--- config.mk ---
export PLATFORM = sky130hd
export DESIGN_NAME = uart_rx_fifo
export DESIGN_NICKNAME = d
export VERILOG_FILES = /design/src/rtl/uart_rx_fifo.sv
export SDC_FILE = /design/constraint.sdc
export NUM_CORES = 1
export LEC_CHECK = 0
export ABC_AREA = 0
export CAP_MARGIN = 15
export CORE_UTILIZATION = 60
export CTS_BUF_LIST = sky130_fd_sc_hd__clkbuf_4 sky130_fd_sc_hd__clkbuf_8
export DETAILED_ROUTE_END_ITERATION = 10
export GPL_TIMING_DRIVEN = 0
export PLACE_DENSITY_LB_ADDON = 0.15
export SLEW_MARGIN = 20
export SYNTH_ARGS = -nofsm -noshare
export SYNTH_HDL_FRONTEND = slang
export SYNTH_SLANG_ARGS = --single-unit
--- constraint.sdc ---
create_clock -name clk -period 6.75 [get_ports clk]
set_clock_uncertainty 0.15 [all_clocks]
set_input_delay 1.35 -clock clk [delete_from_list [all_inputs] [get_ports clk]]
set_output_delay 1.35 -clock clk [all_outputs]
set_load 0.05 [all_outputs]
--- src/rtl/uart_rx_fifo.sv ---
// Receive-side byte FIFO behind the UART receiver: first-word-fall-through reads,
// drops bytes when full and latches a sticky overrun flag.
module uart_rx_fifo #(
    parameter int unsigned DATA_W = 8,
    parameter int unsigned ADDR_W = 4
) (
    input  logic              clk,
    input  logic              rst,
    input  logic              wr,
    input  logic [DATA_W-1:0] w_data,
    input  logic              rd,
    output logic [DATA_W-1:0] r_data,
    output logic              empty,
    output logic              full,
    output logic [ADDR_W:0]   count,
    output logic              overrun,
    input  logic              clr_overrun
);

    localparam int unsigned DEPTH = 2 ** ADDR_W;
    localparam logic [ADDR_W:0] DepthCnt = (ADDR_W + 1)'(DEPTH);

    logic [DATA_W-1:0] mem_q [DEPTH];
    logic [ADDR_W-1:0] wptr_q, rptr_q;
    logic [ADDR_W:0]   count_q;
    logic              overrun_q;
    logic              wr_acc, rd_acc;

    assign empty = (count_q == '0);
    assign full  = (count_q == DepthCnt);

    // A read in the same cycle frees the slot, so a write while full still lands.
    assign wr_acc = wr && (!full || rd);
    assign rd_acc = rd && !empty;

    always_ff @(posedge clk) begin
        if (!rst) begin
            wptr_q    <= '0;
            rptr_q    <= '0;
            count_q   <= '0;
            overrun_q <= 1'b0;
        end else begin
            if (wr_acc) begin
                wptr_q <= wptr_q + ADDR_W'(1);
            end
            if (rd_acc) begin
                rptr_q <= rptr_q + ADDR_W'(1);
            end
            unique case ({wr_acc, rd_acc})
                2'b10:   count_q <= count_q + (ADDR_W + 1)'(1);
                2'b01:   count_q <= count_q - (ADDR_W + 1)'(1);
                default: count_q <= count_q;
            endcase
            // Set wins over a same-cycle clear.
            if (wr && full && !rd) begin
                overrun_q <= 1'b1;
            end else if (clr_overrun) begin
                overrun_q <= 1'b0;
            end
        end
    end

    // Storage is not reset; only the pointers and count define what is valid.
    always_ff @(posedge clk) begin
        if (rst && wr_acc) begin
            mem_q[wptr_q] <= w_data;
        end
    end

    assign r_data  = empty ? '0 : mem_q[rptr_q];
    assign count   = count_q;
    assign overrun = overrun_q;

endmodule
==> results.yml <==
power:
  ir_drop_uv: 287
  power.density_nw_per_um2: 360
  seq_power_share_pct: 43.0
  pwr-share-comb_pct: 32.2
  swShare_pct: 35.3
  leakagePower_nw: 2.12
  intPower_w: 0.00157
  p_clk_share_pct: 24.8
  switchingPower_w: 0.000858
  power_w: 0.00243
setup_path:
  slowest_stage: "clkdlybuf4s50_1"
  required_ns: 5.25
  path_class: "reg2out"
  crit_path_start_kind: "flop"
  reg2reg_depth: 13
  r2r-end: "count[4]"
  worstSetupEndpoint: "r_data[7]"
  path_cells: "buf_2 > buf_2 > buf_2 > mux4_2 > mux2i_1 > a211oi_1 > clkdlybuf4s50_1"
  r2r_start: "count[1]"
  cpMostUsedCell: "buf_2"
  worst-path-buf-inv: 4
  path_depth: 7
  crit_fanout: 10
  cp_top_family: "buffers and inverters"
  ff2ff_setup_slack_ns: 3.24
  cp.arrival_ns: 3.29
  slowest_delay_ns: 0.89
  endpoint_kind: "output port"
final_layout:
  fillerInstances: 591
  area_delta_synth_final_pct: 13.2
  final_cells: 522
  antenna_cells: 0
  drive_gt1_share_pct: 19.8
  nets: 402
global_route:
  grt_max_degree: 17
  antenna_found_initial: 0
  gr-usage-all-layers_pct: 23.4
  overflow: 0
  grt_pass1_wl_um: 16800
  grt_pass1_vias: 3146
clocking:
  cts_setup_buffers: 0
  holdBufCountCts: 0
  cts_resized: 0
  clk_latency_ns: 0.43
  cts_buffers: 17
  cts_tree: "yes"
  cts-htree-levels: 4
  clock_tree.root_cell: "clkbuf_8"
  cts.clk_slew.worst_paths_ns: 0.08
  cts_buffer_depth: 2
  clock-sinks: 146
placement:
  hpwl_um: 7270
  port_buffers: 27
  placedCellCount: 490
  gp_congestion: 0.787
sta:
  hold_viol: 0
  rsz0062_at_grt: "no"
  worstMarginPinSlew_ns: 0.880
  fmax_mhz: 209
  report.final.setup_viol: 0
  slew_viol_final: 0
  setup_tns_ns: 0
  fin_crit_sh_pct: 71.0
  fin_crit_ns: 4.79
  relSlewSlack_pct: 41.1
yosys:
  synth.distinct_cells: 40
  syn_nets: 356
  async_flop_share_pct: 0
  avgSynthCellArea_um2: 17.8
  yosysWarnings: 0
  synth_seq_cells: 146
  synth_edf_count: 128
  synth-main-ff-cell: "edfxtp_1"
  synthCells: 334
  synth-seq-area-share_pct: 70.6
  synth_area_um2: 5950
floorplanning:
  io_pins: 29
  rows: 35
  chipWidth_um: 102
  start_util_pct: 63.2
  coreArea_um2: 9420
  die_area_um2: 10300
  fp.dieH_um: 102
flow_run:
  maxCapViolations: 0
detailed_routing:
  wl_per_cell_um: 20.5
  drt_pass1_iterations: 4
  via_per_inst: 5.95
  drc: 0
  wl_um: 10700
  via_count: 3104
  drt_iter0_drc: 160
  ant_nets: 0
min_path:
  holdCritPathClass: "reg2reg"
  hp-start: "overrun"
outcome:
  status: "finished, final reports clean"
[kinds of logic (layout without fill, tap and decap cells)]
kind of cell	count (synthesis)	count (layout)	share of synthesized area (%)
AND/OR/NAND/NOR	68	68	5.93
XOR/XNOR	7	7	1.03
multiplexers	42	42	13.8
flip-flops	146	146	70.6
buffers and inverters	27	86	2.16
AO/OA/AOI/OAI	35	35	4.60
adder cells (fa/ha/maj)	9	9	1.89
[metrics by stage]
step	setup slack [ns]	util (%)	hold WS [ns]	instance area (µm²)
after global routing	1.81	71.6	0.385	6740
after global placement	2.42	67.8	0.307	6390
after floorplan	2.58	-	0.357	5950
after CTS	1.94	71.6	0.326	6740
final	1.96	71.6	0.329	6740
after detailed placement	2.33	67.8	0.309	6390
[area by class of cell]
class	instances	area, µm²	share of cell area (%)
multi-input combinational	161	1620	24.1
tap	129	161	2.39
clock inverter	14	106	1.58
sequential	146	4200	62.4
timing repair buffer	27	270	4.01
buffer	19	98.8	1.47
clock buffer	18	248	3.68
inverter	8	30.0	0.446
[Yosys cell counts, types with 3 or more instances]
cell type    n  area share [%]
xor2_1       5            0.74
edfxtp_1   128              65
nand2b_1     3            0.32
inv_1        8            0.50
mux2i_1     10             1.7
nor2_1      28             1.8
ha_1         9             1.9
nand4b_1     3            0.44
a211oi_1    16             2.0
dfxtp_1     18             6.1
buf_2        6            0.50
nor2b_1      8            0.84
mux4_2      32              12
buf_1        4            0.25
o21ai_0      3            0.25
nand3_1      8            0.67
or3_1        4            0.42
clkbuf_1     5            0.32
nand2_1      4            0.25
[sequential cells by signal, indices dropped and copies added (netlist names), named ones only]
register  count
mem_q       128
count         5
rptr_q        4
wptr_q        4
overrun       1
[cells in the final DEF (no fill, tap or decap), types with 3 or more instances in the layout]
cell and count:
clkinvlp_4 4, clkinv_2 3, nand3_1 8, clkbuf_1 5, o21ai_0 3, or3_1 4
inv_6 4, a211oi_1 16, nor2b_1 8, inv_1 8, nand4b_1 3, mux2i_1 10
clkbuf_8 18, buf_2 6, nand2b_1 3, mux4_2 32, clkinv_4 3, nand2_1 4
clkdlybuf4s50_1 27, xor2_1 5, edfxtp_1 128, dfxtp_1 18, buf_1 4, ha_1 9
nor2_1 28
[worst reg2reg max path: stages (launching register included)]
cell       delay (ns)
dfxtp_1          0.39
or4_4            0.55
buf_6            0.15
o31a_1           0.25
buf_6            0.14
inv_1            0.08
ha_1             0.17
clkbuf_1         0.28
xor2_1           0.19
ha_1             0.19
o21ai_0          0.07
or3_1            0.36
a2111oi_0        0.33
nand4b_1         0.16
[power groups by stage]
stage	clock, W	sequential [W]	combinational, W
finish	0.000603	0.00104	0.000781
floorplan	0	0.00110	0.000513
CTS	0.000607	0.00104	0.000786
global route	0.000642	0.00105	0.000828
global placement	0	0.00106	0.000771
detailed placement	0	0.00106	0.000784
[how the worst min path moves through the flow]
stage,to,slack [ns],depth (start not counted)
floorplan,flop,0.36,2
global placement,overrun,0.31,2
detailed placement,overrun,0.31,2
CTS,overrun,0.33,2
global route,overrun,0.39,2
finish,overrun,0.33,2
[routing by layer]
layer | up-vias | global-route usage [%] | wire length [µm]
met3 | 19 | 5.87 | 695
met5 | - | 0 | 0
li1 | 1422 | - | -
met2 | 101 | 38.6 | 5430
met1 | 1562 | 30.4 | 4400
met4 | 0 | 8.70 | 172
(Power assumes the default switching activity.)
